<file path="src/rtl/ldm_pkg.sv">
// ldm_pkg: shared definitions for the LDM row shifter.
// Holds the row shifter FSM state encoding (3-bit codes plus an enum built
// from them) and the default geometry of the LED matrix column driver.
// No ports; imported by the interface, the frame buffer and the top.
// Optional feature macro used elsewhere in this slice: LDM_OVERRUN_CNT_EN.

package ldm_pkg;

    localparam int LDM_COLS     = 16;
    localparam int LDM_ROWS     = 16;
    localparam int LDM_SCLK_DIV = 2;
    localparam int LDM_ADDR_W   = 4;

    localparam logic [2:0] ST_IDLE     = 3'd0;
    localparam logic [2:0] ST_LOAD     = 3'd1;
    localparam logic [2:0] ST_SHIFT_LO = 3'd2;
    localparam logic [2:0] ST_SHIFT_HI = 3'd3;
    localparam logic [2:0] ST_LATCH    = 3'd4;
    localparam logic [2:0] ST_DONE     = 3'd5;

    typedef enum logic [2:0] {
        S_IDLE     = ST_IDLE,
        S_LOAD     = ST_LOAD,
        S_SHIFT_LO = ST_SHIFT_LO,
        S_SHIFT_HI = ST_SHIFT_HI,
        S_LATCH    = ST_LATCH,
        S_DONE     = ST_DONE
    } ldm_state_e;

endpackage

</file>
<file path="src/rtl/ldm_row_shifter_if.sv">
// ldm_row_shifter_if: bundle of the host write port, the scan FSM row strobe
// and the column driver outputs of the LDM row shifter.
// Parameters: COLS (row width), ADDR_W (row address width).
// Signals:
//   wr_en, wr_addr, wr_data     host frame-buffer write port
//   ldm_addr_en, ldm_addr       row strobe and row address from the scan FSM
//   ldm_sdata, ldm_sclk         serial column data and shift clock
//   ldm_latch, ldm_oe_n         column latch pulse, active-low output enable
//   busy, row_done              row in flight, one-cycle row-latched pulse
//   overrun_cnt                 ignored-strobe counter (only with LDM_OVERRUN_CNT_EN)
// Modports: master = host/scan side, slave = the row shifter.

interface ldm_row_shifter_if
    import ldm_pkg::*;
#(
    parameter int COLS   = LDM_COLS,
    parameter int ADDR_W = LDM_ADDR_W
);

    logic              wr_en;
    logic [ADDR_W-1:0] wr_addr;
    logic [COLS-1:0]   wr_data;
    logic              ldm_addr_en;
    logic [ADDR_W-1:0] ldm_addr;
    logic              ldm_sdata;
    logic              ldm_sclk;
    logic              ldm_latch;
    logic              ldm_oe_n;
    logic              busy;
    logic              row_done;
`ifdef LDM_OVERRUN_CNT_EN
    logic [7:0]        overrun_cnt;
`endif

    modport master (
`ifdef LDM_OVERRUN_CNT_EN
        input  overrun_cnt,
`endif
        output wr_en, wr_addr, wr_data, ldm_addr_en, ldm_addr,
        input  ldm_sdata, ldm_sclk, ldm_latch, ldm_oe_n, busy, row_done
    );

    modport slave (
`ifdef LDM_OVERRUN_CNT_EN
        output overrun_cnt,
`endif
        input  wr_en, wr_addr, wr_data, ldm_addr_en, ldm_addr,
        output ldm_sdata, ldm_sclk, ldm_latch, ldm_oe_n, busy, row_done
    );

endinterface

</file>
<file path="src/rtl/ldm_fb_ram.sv">
// ldm_fb_ram: ROWS x COLS frame buffer register file.
// One synchronous write port, one combinational read port. A read in the
// same cycle as a write to the same row returns the old contents, because
// the write only lands at the clock edge. Writes to rows >= ROWS are dropped.
// No reset: contents are undefined until the host writes them.
// Ports:
//   clk      system clock
//   wr_en    write strobe
//   wr_addr  write row address
//   wr_data  write row pattern
//   rd_addr  read row address (caller keeps it below ROWS)
//   rd_data  read row pattern

module ldm_fb_ram #(
    parameter int COLS   = 16,
    parameter int ROWS   = 16,
    parameter int ADDR_W = 4
) (
    input  logic              clk,
    input  logic              wr_en,
    input  logic [ADDR_W-1:0] wr_addr,
    input  logic [COLS-1:0]   wr_data,
    input  logic [ADDR_W-1:0] rd_addr,
    output logic [COLS-1:0]   rd_data
);

    localparam logic [ADDR_W:0] ROWS_LIM = (ADDR_W + 1)'(ROWS);

    logic [COLS-1:0] mem [ROWS];
    logic            wr_ok;

    // Out-of-range host addresses must not alias onto a real row.
    assign wr_ok = wr_en && ({1'b0, wr_addr} < ROWS_LIM);

    always_ff @(posedge clk) begin
        if (wr_ok) begin
            mem[wr_addr] <= wr_data;
        end
    end

    assign rd_data = mem[rd_addr];

endmodule

</file>
<file path="src/rtl/ldm_row_shifter.sv">
// ldm_row_shifter: downstream stage of the LDM scan FSM.
// Holds the frame buffer the host writes and, on each row strobe, shifts the
// addressed row MSB-first to the column driver, latches it and pulses
// row_done. Strobes arriving while a row is in flight are ignored.
// Parameters: COLS (2..32), ROWS, SCLK_DIV (>=1, clk cycles per sclk half
// period and latch pulse length).
// Ports:
//   clk   system clock, rising edge
//   rstn  asynchronous active-low reset
//   bus   ldm_row_shifter_if.slave (host write, row strobe, column driver)
// Optional feature macro: LDM_OVERRUN_CNT_EN adds bus.overrun_cnt, a
// saturating count of cycles with a strobe that was ignored.

module ldm_row_shifter
    import ldm_pkg::*;
#(
    parameter int COLS     = LDM_COLS,
    parameter int ROWS     = LDM_ROWS,
    parameter int SCLK_DIV = LDM_SCLK_DIV
) (
    input  logic                clk,
    input  logic                rstn,
    ldm_row_shifter_if.slave    bus
);

    localparam int ADDR_W = (ROWS > 1) ? $clog2(ROWS) : 1;
    localparam int CNT_W  = $clog2(COLS);
    localparam int DIV_W  = (SCLK_DIV > 1) ? $clog2(SCLK_DIV) : 1;

    localparam logic [CNT_W-1:0]  LAST_BIT = CNT_W'(COLS - 1);
    localparam logic [DIV_W-1:0]  LAST_DIV = DIV_W'(SCLK_DIV - 1);
    localparam logic [ADDR_W:0]   ROWS_LIM = (ADDR_W + 1)'(ROWS);

    ldm_state_e        state_q, state_d;
    logic [ADDR_W-1:0] addr_q, addr_d;
    logic [COLS-1:0]   shreg_q, shreg_d;
    logic [CNT_W-1:0]  bit_cnt_q, bit_cnt_d;
    logic [DIV_W-1:0]  div_cnt_q, div_cnt_d;
    logic              lit_q, lit_d;

    logic [COLS-1:0]   fb_rdata;
    logic              div_last;

    ldm_fb_ram #(
        .COLS   (COLS),
        .ROWS   (ROWS),
        .ADDR_W (ADDR_W)
    ) u_fb_ram (
        .clk     (clk),
        .wr_en   (bus.wr_en),
        .wr_addr (bus.wr_addr),
        .wr_data (bus.wr_data),
        .rd_addr (addr_q),
        .rd_data (fb_rdata)
    );

    assign div_last = (div_cnt_q == LAST_DIV);

    // Next-state logic. The row is snapshotted into shreg in LOAD, so host
    // writes after that only show on the next scan. lit records that a row
    // has been latched at least once, which is what unblanks the display.
    always_comb begin
        state_d   = state_q;
        addr_d    = addr_q;
        shreg_d   = shreg_q;
        bit_cnt_d = bit_cnt_q;
        div_cnt_d = div_cnt_q;
        lit_d     = lit_q;
        case (state_q)
            S_IDLE: begin
                if (bus.ldm_addr_en) begin
                    addr_d  = ({1'b0, bus.ldm_addr} < ROWS_LIM) ? bus.ldm_addr : '0;
                    state_d = S_LOAD;
                end
            end
            S_LOAD: begin
                shreg_d   = fb_rdata;
                bit_cnt_d = '0;
                div_cnt_d = '0;
                state_d   = S_SHIFT_LO;
            end
            S_SHIFT_LO: begin
                if (div_last) begin
                    div_cnt_d = '0;
                    state_d   = S_SHIFT_HI;
                end else begin
                    div_cnt_d = div_cnt_q + 1'b1;
                end
            end
            S_SHIFT_HI: begin
                if (div_last) begin
                    div_cnt_d = '0;
                    shreg_d   = {shreg_q[COLS-2:0], 1'b0};
                    bit_cnt_d = bit_cnt_q + 1'b1;
                    state_d   = (bit_cnt_q == LAST_BIT) ? S_LATCH : S_SHIFT_LO;
                end else begin
                    div_cnt_d = div_cnt_q + 1'b1;
                end
            end
            S_LATCH: begin
                if (div_last) begin
                    div_cnt_d = '0;
                    lit_d     = 1'b1;
                    state_d   = S_DONE;
                end else begin
                    div_cnt_d = div_cnt_q + 1'b1;
                end
            end
            S_DONE: begin
                state_d = S_IDLE;
            end
            default: begin
                state_d = S_IDLE;
            end
        endcase
    end

    always_ff @(posedge clk or negedge rstn) begin
        if (!rstn) begin
            state_q   <= S_IDLE;
            addr_q    <= '0;
            shreg_q   <= '0;
            bit_cnt_q <= '0;
            div_cnt_q <= '0;
            lit_q     <= 1'b0;
        end else begin
            state_q   <= state_d;
            addr_q    <= addr_d;
            shreg_q   <= shreg_d;
            bit_cnt_q <= bit_cnt_d;
            div_cnt_q <= div_cnt_d;
            lit_q     <= lit_d;
        end
    end

    // Column driver outputs decode straight from the state, so an async
    // reset blanks and idles the driver without waiting for a clock edge.
    // oe_n stays low outside LATCH once a row has been latched, keeping the
    // previous row lit while the next one shifts in.
    logic sdata_o, sclk_o, latch_o, oe_n_o, row_done_o;

    always_comb begin
        sdata_o    = 1'b0;
        sclk_o     = 1'b0;
        latch_o    = 1'b0;
        oe_n_o     = ~lit_q;
        row_done_o = 1'b0;
        case (state_q)
            S_SHIFT_LO: begin
                sdata_o = shreg_q[COLS-1];
            end
            S_SHIFT_HI: begin
                sdata_o = shreg_q[COLS-1];
                sclk_o  = 1'b1;
            end
            S_LATCH: begin
                latch_o = 1'b1;
                oe_n_o  = 1'b1;
            end
            S_DONE: begin
                row_done_o = 1'b1;
            end
            default: begin
            end
        endcase
    end

    assign bus.ldm_sdata = sdata_o;
    assign bus.ldm_sclk  = sclk_o;
    assign bus.ldm_latch = latch_o;
    assign bus.ldm_oe_n  = oe_n_o;
    assign bus.row_done  = row_done_o;
    assign bus.busy      = (state_q != S_IDLE);

`ifdef LDM_OVERRUN_CNT_EN
    // Counts every cycle a strobe is present but cannot be taken, which
    // includes the DONE cycle; saturates rather than wrapping.
    logic [7:0] overrun_q, overrun_d;

    always_comb begin
        overrun_d = overrun_q;
        if (bus.ldm_addr_en && (state_q != S_IDLE) && (overrun_q != 8'hFF)) begin
            overrun_d = overrun_q + 8'd1;
        end
    end

    always_ff @(posedge clk or negedge rstn) begin
        if (!rstn) begin
            overrun_q <= '0;
        end else begin
            overrun_q <= overrun_d;
        end
    end

    assign bus.overrun_cnt = overrun_q;
`endif

endmodule

</file>
<file path="src/flat_wrapper.sv">
// flat-port wrapper written by rule: the top's interface ports become plain ports
module ldm_row_shifter_flat import ldm_pkg::*;
#(
    parameter int COLS     = LDM_COLS,
    parameter int ROWS     = LDM_ROWS,
    parameter int SCLK_DIV = LDM_SCLK_DIV
)
  (clk, rstn, bus_wr_en, bus_wr_addr, bus_wr_data, bus_ldm_addr_en, bus_ldm_addr, bus_ldm_sdata, bus_ldm_sclk, bus_ldm_latch, bus_ldm_oe_n, bus_busy, bus_row_done);
  ldm_row_shifter_if #(.COLS(COLS), .ADDR_W(4)) bus_i ();
  input  logic clk;
  input  logic rstn;
  input wire logic [$bits(bus_i.wr_en)-1:0] bus_wr_en;
  input wire logic [$bits(bus_i.wr_addr)-1:0] bus_wr_addr;
  input wire logic [$bits(bus_i.wr_data)-1:0] bus_wr_data;
  input wire logic [$bits(bus_i.ldm_addr_en)-1:0] bus_ldm_addr_en;
  input wire logic [$bits(bus_i.ldm_addr)-1:0] bus_ldm_addr;
  output wire logic [$bits(bus_i.ldm_sdata)-1:0] bus_ldm_sdata;
  output wire logic [$bits(bus_i.ldm_sclk)-1:0] bus_ldm_sclk;
  output wire logic [$bits(bus_i.ldm_latch)-1:0] bus_ldm_latch;
  output wire logic [$bits(bus_i.ldm_oe_n)-1:0] bus_ldm_oe_n;
  output wire logic [$bits(bus_i.busy)-1:0] bus_busy;
  output wire logic [$bits(bus_i.row_done)-1:0] bus_row_done;
  assign bus_i.wr_en = bus_wr_en;
  assign bus_i.wr_addr = bus_wr_addr;
  assign bus_i.wr_data = bus_wr_data;
  assign bus_i.ldm_addr_en = bus_ldm_addr_en;
  assign bus_i.ldm_addr = bus_ldm_addr;
  assign bus_ldm_sdata = bus_i.ldm_sdata;
  assign bus_ldm_sclk = bus_i.ldm_sclk;
  assign bus_ldm_latch = bus_i.ldm_latch;
  assign bus_ldm_oe_n = bus_i.ldm_oe_n;
  assign bus_busy = bus_i.busy;
  assign bus_row_done = bus_i.row_done;
  ldm_row_shifter #(.COLS(COLS), .ROWS(ROWS), .SCLK_DIV(SCLK_DIV)) u_core (.clk(clk), .rstn(rstn), .bus(bus_i));
endmodule
</file>
<file path="config.mk">
export PLATFORM = sky130hd
export DESIGN_NAME = ldm_row_shifter_flat
export DESIGN_NICKNAME = d
export VERILOG_FILES = /design/src/rtl/ldm_pkg.sv /design/src/rtl/ldm_row_shifter_if.sv /design/src/rtl/ldm_fb_ram.sv /design/src/rtl/ldm_row_shifter.sv /design/src/flat_wrapper.sv
export SDC_FILE = /design/constraint.sdc
export NUM_CORES = 1
export LEC_CHECK = 0
export ABC_AREA = 1
export BUFFER_PORTS_ARGS = -buffer_cell sky130_fd_sc_hd__buf_2
export CAP_MARGIN = 20
export CELL_PAD_IN_SITES_DETAIL_PLACEMENT = 0
export CELL_PAD_IN_SITES_GLOBAL_PLACEMENT = 1
export CORE_AREA = 2 2 155 157
export CTS_CLUSTER_DIAMETER = 50
export DETAILED_ROUTE_END_ITERATION = 16
export DIE_AREA = 0 0 157 159
export PLACE_DENSITY_LB_ADDON = 0.1
export SLEW_MARGIN = 30
export SYNTH_ARGS = -nofsm -noshare
export SYNTH_HDL_FRONTEND = slang
export SYNTH_SLANG_ARGS = --single-unit
</file>
<file path="constraint.sdc">
create_clock -name clk -period 2 [get_ports clk]
set_input_delay 0.2 -clock clk [delete_from_list [all_inputs] [get_ports clk]]
set_output_delay 0.2 -clock clk [all_outputs]
set_load 0.03 [all_outputs]
</file>
# After elaboration in Yosys (flattened, before gate mapping)
# Memories as Yosys holds them, arrays and structs flattened.
# Cells that the tools add are included.
[op_classes] shifts=0 div_mod_pow=0 bitwise=1 magnitude_cmp=0 muxes=19 n_reduce_logical=10 n_mul=0 eq_ne=10 addsub=2
[op_table] cell="16-bit case mux with 2 select lines" n=1
[op_table] cell="16-bit 2-to-1 mux" n=1
[op_table] cell="3-bit 2-to-1 mux" n=5
[op_table] cell="3-bit case mux with 5 select lines" n=1
[op_table] cell="1-bit 2-to-1 mux" n=8
[op_table] cell="4-bit case mux with 2 select lines" n=1
[op_table] cell="3-bit by 2-bit == test with 1-bit output, second input constant" n=2
[op_table] cell="3-bit == test, second input constant" n=2
[op_table] cell="2-bit by 1-bit inequality test with 1-bit output, second input constant" n=3
[op_table] cell="2-bit AND reduction" n=3
[op_table] cell="4-bit by 1-bit adder with 4-bit output, second input constant" n=1
[op_table] cell="4-bit == test, second input constant" n=1
[op_table] cell="4-bit 2-to-1 mux" n=1
[op_table] cell="4-bit AND reduction" n=1
[op_table] cell="2-bit nonzero test" n=2
[op_table] cell="3-bit by 1-bit == test with 1-bit output, second input constant" n=1
[op_table] cell="3-bit logical NOT" n=1
[op_table] cell="3-bit nonzero test" n=1
[op_table] cell="3-bit OR reduction" n=1
[op_table] cell="2-bit inequality test, second input constant" n=1
[op_table] cell="1-bit case mux with 2 select lines" n=1
[op_table] cell="2-bit OR reduction" n=1
[op_table] cell="1-bit adder, second input constant" n=1
[op_table] cell="1-bit inverter" n=1
[word_totals] register_bits=29 inputBits=28 memories=1 ram_bits=256 word_cells=49 mem_bits_ro=0 output_inout_bits=6 latchBits=0
[mem_list] name="u_core.u_fb_ram.mem" words=16 word_bits=16 read_ports=1 rd_ports_with_merged_regs=0 wr=1 line="ldm_fb_ram.sv:29" source="logic [COLS-1:0] mem [ROWS];"

# Logic depth before layout (Yosys ltp)
# Gate-level depths: netlist of run 1.
[depth] depth_word=4 depth_mapped=11 mapped_depth_nobuf=9

# Cells and area by module
# Synthesis of run 1 repeated with hierarchy kept, for this count alone.
[hier_totals] hier_cells=1260 hier_area_um2=12530.8
[modules_own_cells] module="ldm_fb_ram" seq_area_each_um2=7687.4 area_each_um2=11060.6 instances=1 cells_each=1058
[modules_own_cells] module="ldm_row_shifter" seq_area_each_um2=725.7 area_each_um2=1470.2 instances=1 cells_each=202

# Worst setup path after synthesis of run 1
# OpenSTA, ideal clock, no wires.
[synth_timing] path_kind="input -> register" startpoint="input bus_wr_addr[2]" endpoint="memory u_core.u_fb_ram.mem[10][0] (enable)" setup_ps=388 path_stages=2 path_slack_ps=500 path_buffers=0 required_time_ps=1612 arrival_ps=1111 cell_sequence="nand3b_1 > nor2_1"
[synth_lines] element="start, declared" line="flat_wrapper.sv:13" source="input wire logic [$bits(bus_i.wr_addr)-1:0] bus_wr_addr;"
[synth_lines] element="end, declared" line="ldm_fb_ram.sv:29"
# No word-level cell before the write port.

# Final worst setup path of run 1
[layout_timing] startpoint="register u_core.state_q[1]" endpoint="output bus_ldm_latch"
[layout_via] elab_chain_cells=2
[layout_lines] element="start, declared" line="ldm_row_shifter.sv:34" source="ldm_state_e state_q, state_d;"
[layout_lines] element="start signal, assigned" line="ldm_row_shifter.sv:127" source="state_q <= state_d;"
[layout_lines] element="3-bit == test" line="ldm_row_shifter.sv:148" source="case (state_q)"
[layout_lines] element="1-bit 2-to-1 mux" line="ldm_row_shifter.sv:148"
[layout_lines] element="end, declared" line="flat_wrapper.sv:19" source="output wire logic [$bits(bus_i.ldm_latch)-1:0] bus_ldm_latch;"
# Every way passes these cells.

==> impl_metrics.env, run 1 <==
export IMPL_status="complete, no violations"
export IMPL_slowest_stage="dfrtp_1"
export IMPL_ff2ff_path_depth=8
export IMPL_path_cells="nor2_1 > nand2_1 > inv_1 > buf_2"
export IMPL_antenna_found_initial=1
export IMPL_syn_to_final_growth_pct=15.4
export IMPL_grt_use_met1=0.374
export IMPL_hpwl_um=16700
export IMPL_tns_ns=0
export IMPL_arrival_ns=1.63
export IMPL_grt_pass1_vias=7531
export IMPL_top_usage_layer="met1"
export IMPL_place_area_mm2=0.0130
export IMPL_timing_rr_start="u_core.addr_q[0]"
export IMPL_ir_drop_mv=0.828
export IMPL_clock_latency_ns=0.50
export IMPL_avgSynthCellArea_um2=10.3
export IMPL_fin_area_mm2=0.0141
export IMPL_gp_congestion=0.781
export IMPL_hold_viol_final=0
export IMPL_total_power_uw=18800
export IMPL_setup_viol=0
export IMPL_synth_seq_cells=285
export IMPL_tightest_slew_ns=0.796
export IMPL_core_area_mm2=0.0232
export IMPL_grt_usage=0.245
export IMPL_crit_required_ns=1.80
export IMPL_ioPinCount=34
export IMPL_most_common_layout_cells="nand2_1 (432), edfxtp_1 (256), nand3_1 (175), inv_1 (132), nor2_1 (45)"
export IMPL_holdPathStages=3
export IMPL_routed_wl_um=29800
export IMPL_core_rowCount=56
export IMPL_grt_max_degree=92
export IMPL_final_max_slew_viol_count=0
export IMPL_h_tree_depth=2
export IMPL_synthesis_nets=1220
export IMPL_hold_path_end="u_core.state_q[0]"
export IMPL_fin_crit_sh=0.913
export IMPL_die_h_um=159
export IMPL_dr_total_vias=8192
export IMPL_port_buffers=33
export IMPL_synthTopCellsByArea="edfxtp_1 (63%), nand2_1 (13%), nand3_1 (7.2%)"
export IMPL_p_leak_uw=0.00602
export IMPL_multi_input_area_mm2=0.00303
export IMPL_nets=1281
export IMPL_rrSetupSlack_ns=0.31
export IMPL_crit_path_start_kind="register"
export IMPL_place_ws_ns=0.295
export IMPL_clockRootBuffer="clkbuf_16"
export IMPL_drive_gt1_frac=0.126
export IMPL_final_common_cell="nand2_1"
export IMPL_cp_top_family="flip-flops"
export IMPL_wire_per_inst_um=18.6
export IMPL_first_iter_violations=815
export IMPL_timing_final_crit_period_ns=1.83
export IMPL_dieWidth_um=157
export IMPL_cts_tree="done"
export IMPL_ant_nets=0
export IMPL_path_class="register to output pin"
export IMPL_first_pass_iters=5
export IMPL_finClkSkew_ns=0.0144
export IMPL_clk_pin_slew_worst_paths_ns=0.05
export IMPL_cts_buffers=34
export IMPL_max_slew_margin=0.469
export IMPL_pwr_density_cell_mw_per_mm2=1330
export IMPL_nFillCells=1894
export IMPL_grt_use_met3=0.0411
export IMPL_ff_latch_area_mm2=0.00842
export IMPL_clock_sinks=285
export IMPL_path_max_fanout=7
export IMPL_start_util=0.528
export IMPL_drc=0
export IMPL_reg2reg_to="u_core.shreg_q[3]"
export IMPL_synth_largest_area_cell="edfxtp_1"
export IMPL_ys_warn_count=0
export IMPL_maxCapViolCount=0
export IMPL_cts_resized_gates=0
export IMPL_hp_start="bus_ldm_addr_en"
export IMPL_yosysUniqueCellTypes=27
export IMPL_gr_total_overflow=0
export IMPL_grt_pass1_wl_um=45300
export IMPL_dieArea_mm2=0.0250
export IMPL_hp_class="primary input to register"
export IMPL_yosys_area_top_type_share=0.628
export IMPL_worst_slack_ns=0.174
export IMPL_synthesis_area_mm2=0.0122
export IMPL_synth_cells=1191
export IMPL_rsz0062_at_grt="false"
export IMPL_cts_buffer_depth=3
export IMPL_clock_fmax_mhz=548
export IMPL_crit_buf_inv=2
export IMPL_synth_seq_area_share=0.687
export IMPL_via_per_inst=5.13
export IMPL_cpPeakStageDelay_ns=0.45
export IMPL_endpoint_kind="output pin"
export IMPL_grtUsageMet2=0.372
kinds of logic after synthesis:
group,Yosys count,synth area share
AND/OR/NAND/NOR,688,0.233
flip-flops,285,0.687
XOR/XNOR,1,0.000716
buffers and inverters,195,0.0681
adder cells (fa/ha/maj),1,0.00102
AO/OA/AOI/OAI,21,0.00961
what timing repair did:
item                      CTS  global route
setup buffers               0             0
hold buffers                5             0
hold endpoints to repair   33             0
how the worst max path moves through the flow:
stage                                 endpoint  cells past startpoint              start
finish                           bus_ldm_latch                      4  u_core.state_q[1]
global route                     bus_ldm_latch                      4  u_core.state_q[1]
CTS                              bus_ldm_latch                      4  u_core.state_q[1]
detailed placement           u_core.shreg_q[2]                      9   u_core.addr_q[0]
global placement             u_core.shreg_q[2]                      9   u_core.addr_q[0]
floorplan           u_core.u_fb_ram.mem[10][0]                      2     bus_wr_addr[2]
through the flow:
step	std cells	hold slack, ns	util
3_5_place_dp	1530	0.336	0.561
5_1_grt	1596	0.0767	0.609
3_3_place_gp	1530	0.331	0.561
4_1_cts	1596	0.0356	0.609
2_1_floorplan	1191	-0.0956	-
6_report	1597	0.0632	0.609
synthesized netlist by cell type:
cell	instances
nand3_1	175
dfrtp_1	29
nor2_1	61
clkbuf_1	7
nor2_4	1
a21oi_1	7
ha_1	1
o211ai_1	2
nand2_2	3
edfxtp_1	256
o22ai_1	1
nor2_2	11
xnor2_1	1
o21ai_2	1
buf_2	31
nor3_1	3
nand3b_1	2
buf_4	4
inv_1	133
buf_1	10
clkinv_1	1
buf_6	6
inv_4	1
o21ai_0	9
inv_2	2
nand2_1	432
o21bai_1	1
power by group:
part | internal [µW] | total (µW) | switching, µW
registers | 6880 | 7140 | 261
clock network | 3550 | 5820 | 2270
logic | 1910 | 5800 | 3900
registers in the layout, summed over array words and instances, names as in the netlist:
signal and count:
u_core.u_fb_ram.mem 256, u_core.shreg_q 16, u_core.addr_q 4, u_core.bit_cnt_q 4
u_core.state_q 3, u_core.div_cnt_q 1, u_core.lit_q 1
cell type report:
class / count / share of cell area
flip-flops and latches: 285 / 0.596
multi-input cells: 711 / 0.215
clock buffers: 50 / 0.0697
repair buffers: 83 / 0.0489
inverters: 137 / 0.0366
well taps: 319 / 0.0282
clock inverters: 11 / 0.00593
diodes: 1 / 0.000177
tightest hold or removal path: stages:
cell	delay [ns]
buf_2	0.10
o21ai_2	0.09
o22ai_1	0.12
layer usage:
| layer | up-vias | share of wire |
|---|---|---|
| met3 | 34 | 0.060 |
| met2 | 252 | 0.47 |
| met4 | 0 | 0.013 |
| met5 | - | 0 |
| met1 | 3897 | 0.46 |
| li1 | 4009 | - |
No activity file was read; power rests on OpenSTA's default activity.
==> run 2: changes to the inputs <==
--- a/config.mk
+++ b/config.mk
@@ -6,6 +6,7 @@
 export NUM_CORES = 1
 export LEC_CHECK = 0
 export ABC_AREA = 1
+export ABC_CLOCK_PERIOD_IN_PS = 2000
 export BUFFER_PORTS_ARGS = -buffer_cell sky130_fd_sc_hd__buf_2
 export CAP_MARGIN = 20
 export CELL_PAD_IN_SITES_DETAIL_PLACEMENT = 0
==> constraint.sdc (replaced) <==
create_clock -name clk -period 2 [get_ports clk]
set_input_delay 0.1 -clock clk [delete_from_list [all_inputs] [get_ports clk]]
set_output_delay 0.1 -clock clk [all_outputs]
set_load 0.03 [all_outputs]
==> run 2 against run 1 <==
  * Final cell count up 0.50%
  * Clock power increased by 5.5%
  * Total power is 1.5% higher
  * Non-clock buffer count increased by 9
  * Via count is 2.0% higher
  * Worst setup slack gained 0.017 ns
  * Flip-flop and latch count is the same
  * Design area up 0.81%
  * Clock-buffer cell count is 5 lower
  * Combinational power fell by 0.9%
  * Critical path depth up 5
==> impl_metrics.env, run 2 (synthesized netlist as in run 1, its figures left out) <==
export IMPL_grt_max_degree=103
export IMPL_via_per_inst=5.20
export IMPL_crit_path_frequent_cell="nand3_1"
export IMPL_final_common_cell="nand2_1"
export IMPL_first_iter_violations=750
export IMPL_finClkSkew_ns=0.0172
export IMPL_start_util=0.528
export IMPL_status="complete, no violations"
export IMPL_final_cell_count_no_fill=1605
export IMPL_top_register="u_core.u_fb_ram.mem"
export IMPL_crit_start="u_core.addr_q[0]"
export IMPL_cts_buffers=35
export IMPL_ff2ff_path_depth=9
export IMPL_clock_sinks=285
export IMPL_hpwl_um=17000
export IMPL_slowest_stage="dfrtp_4"
export IMPL_port_buffers=33
export IMPL_largest_reg_flops=256
export IMPL_crit_path_start_kind="register"
export IMPL_grt_usage=0.254
export IMPL_ant_nets=0
export IMPL_nets=1291
export IMPL_reg2reg_to="u_core.shreg_q[1]"
export IMPL_clockRootBuffer="clkbuf_16"
export IMPL_setup_viol=0
export IMPL_pwr_density_cell_mw_per_mm2=1340
export IMPL_ir_drop_mv=0.835
export IMPL_clock_latency_ns=0.51
export IMPL_core_rowCount=56
export IMPL_timing_final_crit_period_ns=1.81
export IMPL_clock_fmax_mhz=553
export IMPL_p_leak_uw=0.00607
export IMPL_total_power_uw=19000
export IMPL_grt_pass1_vias=7999
export IMPL_h_tree_depth=2
export IMPL_ioPinCount=34
export IMPL_first_pass_iters=5
export IMPL_critPathCapture="u_core.shreg_q[1]"
export IMPL_clk_pin_slew_worst_paths_ns=0.06
export IMPL_dieArea_mm2=0.0250
export IMPL_syn_to_final_growth_pct=16.4
export IMPL_routed_wl_um=30800
export IMPL_hold_viol_final=0
export IMPL_cpPeakStageDelay_ns=0.51
export IMPL_fin_crit_sh=0.905
export IMPL_grt_pass1_wl_um=47300
export IMPL_cts_buffer_depth=3
export IMPL_worst_slack_ns=0.191
export IMPL_dp_cells=1525
export IMPL_tightest_slew_ns=0.883
export IMPL_hp_class="primary input to register"
export IMPL_path_max_fanout=38
export IMPL_gr_total_overflow=0
export IMPL_final_max_slew_viol_count=0
export IMPL_max_slew_margin=0.411
export IMPL_rsz0062_at_grt="false"
export IMPL_cts_tree="done"
export IMPL_arrival_ns=2.20
export IMPL_gp_congestion=0.769
export IMPL_rrSetupSlack_ns=0.19
export IMPL_drive_gt1_frac=0.123
export IMPL_antenna_found_initial=1
export IMPL_dr_total_vias=8352
export IMPL_place_ws_ns=0.209
export IMPL_dieWidth_um=157
export IMPL_path_cells="inv_4 > buf_12 > nand2_1 > nand3_1 > nand3_1 > nand3_1 > nand3_1 > nand2_1 > nand2_1"
export IMPL_core_area_mm2=0.0232
export IMPL_path_class="register to register"
export IMPL_endpoint_kind="register"
export IMPL_crit_required_ns=2.39
export IMPL_drc=0
export IMPL_wire_per_inst_um=19.2
export IMPL_die_h_um=159
export IMPL_tns_ns=0
export IMPL_largestRegisters="u_core.u_fb_ram.mem: 256 flops, u_core.shreg_q: 16 flops"
export IMPL_timing_rr_start="u_core.addr_q[0]"
export IMPL_most_common_layout_cells="nand2_1 (432), edfxtp_1 (256), nand3_1 (175), inv_1 (132), nor2_1 (45)"
export IMPL_maxCapViolCount=0
==> run 2: repair_timing <==
action                    in CTS  in global routing
hold endpoints to repair     232                  0
gates resized for setup        0                  0
buffers inserted               0                  0
hold buffers                  19                  0
==> run 2: worst max-delay path: cells and delay by family (launching register included) <==
family	cells	cell delay, ns
DFF	1	0.51
buffers and inverters	2	0.54
and+or+nand+nor	7	0.61
==> run 2: metal layers <==
| layer | global-route usage | wire (µm) | up-vias |
|---|---|---|---|
| met5 | 0 | 0 | - |
| met4 | 0.0667 | 622 | 0 |
| met3 | 0.0389 | 1920 | 54 |
| met2 | 0.389 | 14000 | 272 |
| met1 | 0.384 | 14300 | 3999 |
| li1 | - | - | 4027 |
==> run 2: how the worst min path moves through the flow <==
stage	from	endpoint	slack, ns	depth (start not counted)
6_report	bus_wr_data[8]	u_core.u_fb_ram.mem[15][8]	0.01	1
5_1_grt	bus_wr_data[8]	u_core.u_fb_ram.mem[1][8]	0.01	1
4_1_cts	bus_wr_data[4]	u_core.u_fb_ram.mem[0][4]	0.0006	1
3_5_place_dp	rstn	u_core.shreg_q[7]	0.26	1
3_3_place_gp	rstn	u_core.shreg_q[4]	0.25	1
2_1_floorplan	rstn	u_core.addr_q[0]	-0.20	0
==> run 2: report_power, final <==
part,total (µW),switching [µW],internal [µW],leakage (µW)
logic,5750,3910,1830,0.00286
registers,7150,275,6880,0.00267
clock network,6140,2370,3770,0.000540
total,19000,6560,12500,0.00607
==> run 2: per-stage QoR <==
step / hold WS (ns) / cell area [µm²] / util
after global placement: 0.251 / 12900 / 0.558
after CTS: 0.000625 / 14200 / 0.614
after global routing: 0.0101 / 14200 / 0.614
final: 0.0108 / 14200 / 0.614
after floorplan: -0.196 / 12200 / -
after detailed placement: 0.259 / 12900 / 0.558
==> run 2: final cells by class <==
| cell class | instances | area (µm²) |
|---|---|---|
| fill | 1875 | 8950 |
| sequential | 285 | 8420 |
| multi-input combinational | 711 | 3030 |
| clock buffer | 45 | 956 |
| timing repair buffer | 92 | 756 |
| inverter | 137 | 517 |
| tap | 319 | 399 |
| clock inverter | 15 | 161 |
| antenna | 1 | 2.50 |
==> run 3: changes to the inputs <==
--- a/config.mk
+++ b/config.mk
@@ -5,16 +5,15 @@
 export SDC_FILE = /design/constraint.sdc
 export NUM_CORES = 1
 export LEC_CHECK = 0
-export ABC_AREA = 1
 export ABC_CLOCK_PERIOD_IN_PS = 2000
 export BUFFER_PORTS_ARGS = -buffer_cell sky130_fd_sc_hd__buf_2
 export CAP_MARGIN = 20
 export CELL_PAD_IN_SITES_DETAIL_PLACEMENT = 0
 export CELL_PAD_IN_SITES_GLOBAL_PLACEMENT = 1
-export CORE_AREA = 2 2 155 157
+export CORE_AREA = 2 2 143 145
 export CTS_CLUSTER_DIAMETER = 50
 export DETAILED_ROUTE_END_ITERATION = 16
-export DIE_AREA = 0 0 157 159
+export DIE_AREA = 0 0 145 147
 export PLACE_DENSITY_LB_ADDON = 0.1
 export SLEW_MARGIN = 30
 export SYNTH_ARGS = -nofsm -noshare
==> run 3 against run 2 <==
  * Total power decreased by 33%
  * Final cell count shrank 38%
  * Worst hold slack better by 0.033 ns
  * Combinational power shrank 90%
  * Utilization grew 5.3 points
  * Critical path type is now register to output pin
  * Sequential share of layout area grew 4.5 points
  * Die area is 15% lower
  * Highest routed layer unchanged
  * Synthesized area decreased by 7.5%
  * Global-route usage decreased by 2.1 points
  * Clock power decreased by 10%
  * Critical path depth decreased by 6
  * Register-to-register slack worse by 0.02 ns
==> impl_metrics.env, run 3 <==
export IMPL_status="complete, no violations"
export IMPL_largestRegisters="u_core.u_fb_ram.mem: 256 flops, u_core.shreg_q: 16 flops"
export IMPL_holdPathStages=5
export IMPL_drive_gt1_frac=0.246
export IMPL_wire_per_inst_um=24.3
export IMPL_crit_path_start_kind="register"
export IMPL_grt_usage=0.233
export IMPL_synth_cells=605
export IMPL_core_area_mm2=0.0198
export IMPL_synth_ff_type="edfxtp_1"
export IMPL_reg2reg_to="u_core.shreg_q[7]"
export IMPL_diodes=0
export IMPL_dieArea_mm2=0.0213
export IMPL_yosys_area_top_type_share=0.679
export IMPL_ant_nets=0
export IMPL_ir_drop_mv=0.948
export IMPL_hpwl_um=14600
export IMPL_grt_pass1_wl_um=37000
export IMPL_nets=732
export IMPL_synth_edf_count=256
export IMPL_setup_viol=0
export IMPL_worst_slack_ns=0.135
export IMPL_maxCapViolCount=0
export IMPL_clock_latency_ns=0.56
export IMPL_arrival_ns=1.76
export IMPL_dieWidth_um=145
export IMPL_first_iter_violations=512
export IMPL_clock_sinks=285
export IMPL_path_class="register to output pin"
export IMPL_post_cts_buffers=0
export IMPL_grt_pass1_vias=6168
export IMPL_synthesis_nets=634
export IMPL_rsz0062_at_grt="false"
export IMPL_path_cells="nand2b_1 > nor2_1 > buf_2"
export IMPL_top_register="u_core.u_fb_ram.mem"
export IMPL_cts_buffers=31
export IMPL_avgSynthCellArea_um2=18.7
export IMPL_most_common_layout_cells="edfxtp_1 (256), mux2i_1 (48), buf_4 (42), buf_2 (33), mux4_2 (32)"
export IMPL_path_max_fanout=12
export IMPL_ys_warn_count=0
export IMPL_dr_total_vias=5965
export IMPL_synth_seq_cells=285
export IMPL_grt_max_degree=30
export IMPL_h_tree_depth=1
export IMPL_core_rowCount=52
export IMPL_p_leak_uw=0.00453
export IMPL_place_ws_ns=0.217
export IMPL_finClkSkew_ns=0.0224
export IMPL_ioPinCount=34
export IMPL_synthTopCellsByArea="edfxtp_1 (68%), dfrtp_1 (6.4%), mux4_2 (6.4%)"
export IMPL_cts_tree="done"
export IMPL_pwr_density_cell_mw_per_mm2=963
export IMPL_clock_fmax_mhz=536
export IMPL_antenna_found_initial=0
export IMPL_synth_seq_area_share=0.743
export IMPL_hp_start="bus_ldm_addr_en"
export IMPL_tightest_slew_ns=0.696
export IMPL_yosysUniqueCellTypes=44
export IMPL_timing_rr_start="u_core.addr_q[2]"
export IMPL_hold_viol_final=0
export IMPL_crit_required_ns=1.90
export IMPL_timing_final_crit_period_ns=1.86
export IMPL_post_synth_top_count_cell="edfxtp_1"
export IMPL_gp_congestion=0.785
export IMPL_start_util=0.570
export IMPL_via_per_inst=5.99
export IMPL_slowest_stage="dfrtp_1"
export IMPL_drc=0
export IMPL_ys_async_sr_fraction=0.102
export IMPL_endpoint_kind="output pin"
export IMPL_synth_largest_area_cell="edfxtp_1"
export IMPL_routed_wl_um=24200
export IMPL_clockRootBuffer="clkbuf_16"
export IMPL_total_power_uw=12800
export IMPL_port_buffers=33
export IMPL_cpPeakStageDelay_ns=0.49
export IMPL_synthesis_area_mm2=0.0113
export IMPL_first_pass_iters=5
export IMPL_cts_buffer_depth=3
export IMPL_largest_reg_flops=256
export IMPL_final_common_cell="edfxtp_1"
export IMPL_fin_crit_sh=0.932
export IMPL_yosys_top_cells_count="edfxtp_1 (256), mux2i_1 (48), mux4_2 (32)"
export IMPL_ff2ff_path_depth=4
export IMPL_gr_total_overflow=0
export IMPL_die_h_um=147
export IMPL_hold_path_end="u_core.state_q[0]"
export IMPL_final_max_slew_viol_count=0
export IMPL_tns_ns=0
export IMPL_syn_to_final_growth_pct=17.0
export IMPL_clk_pin_slew_worst_paths_ns=0.06
export IMPL_rrSetupSlack_ns=0.17
export IMPL_max_slew_margin=0.536
export IMPL_hp_class="primary input to register"
[run 3: kinds of logic after synthesis]
logic type | share of synthesized area
compound gates | 0.0618
xor+xnor | 0.000774
fa+ha+maj | 0.00111
buf+inv | 0.0231
flops | 0.743
mux | 0.137
simple gates | 0.0331
[run 3: timing repair]
action                                  4_1_cts  5_1_grt
hold buffers                                 21        0
endpoints found under the setup margin        3        1
gates resized for setup                       1        1
endpoints found under the hold margin       289        0
[run 3: stage by stage]
step | util | std cells | cell area (µm²) | hold slack [ns]
after floorplan | - | 605 | 11300 | -0.196
after global placement | 0.606 | 919 | 12000 | 0.186
after detailed placement | 0.606 | 919 | 12000 | 0.187
after CTS | 0.667 | 995 | 13200 | 0.0344
after global routing | 0.667 | 995 | 13200 | 0.0619
final | 0.667 | 995 | 13200 | 0.0436
[run 3: power breakdown]
part,internal [µW],switching (µW)
clock network,3330,2190
logic,259,334
registers,6610,40.8
total,10200,2560
[run 3: per-layer routing]
| metal | GRT usage | vias up | share of wire |
|---|---|---|---|
| li1 | - | 2677 | - |
| met1 | 0.332 | 3077 | 0.42 |
| met2 | 0.378 | 179 | 0.49 |
| met3 | 0.0388 | 32 | 0.062 |
| met4 | 0.0688 | 0 | 0.024 |
| met5 | 0 | - | 0 |
[run 3: worst max path at each step]
stage               depth (start not counted)                 end  slack (ns)         startpoint
floorplan                                   4       bus_ldm_sdata        0.09  u_core.state_q[1]
global placement                            4   u_core.shreg_q[7]        0.22   u_core.addr_q[2]
detailed placement                          4  u_core.shreg_q[15]        0.22   u_core.addr_q[2]
CTS                                         3       bus_ldm_sdata        0.07  u_core.state_q[1]
global route                                3        bus_ldm_sclk        0.02  u_core.state_q[2]
finish                                      3        bus_ldm_sclk        0.14  u_core.state_q[2]
[run 3: final cells by class]
cell class              instances  area [µm²]
flip-flops and latches        285        8420
inverters                       3        12.5
clock buffers                  34         787
multi-input cells             280        2670
repair buffers                102         811
well taps                     270         338
fillers                      1387        6600
clock inverters                21         206
[run 3: worst max-delay path: cells and delay by family, from the launching register on]
kind	cells	cell delay, ns
flip-flops	1	0.49
buffers and inverters	1	0.21
AND/OR/NAND/NOR	2	0.52
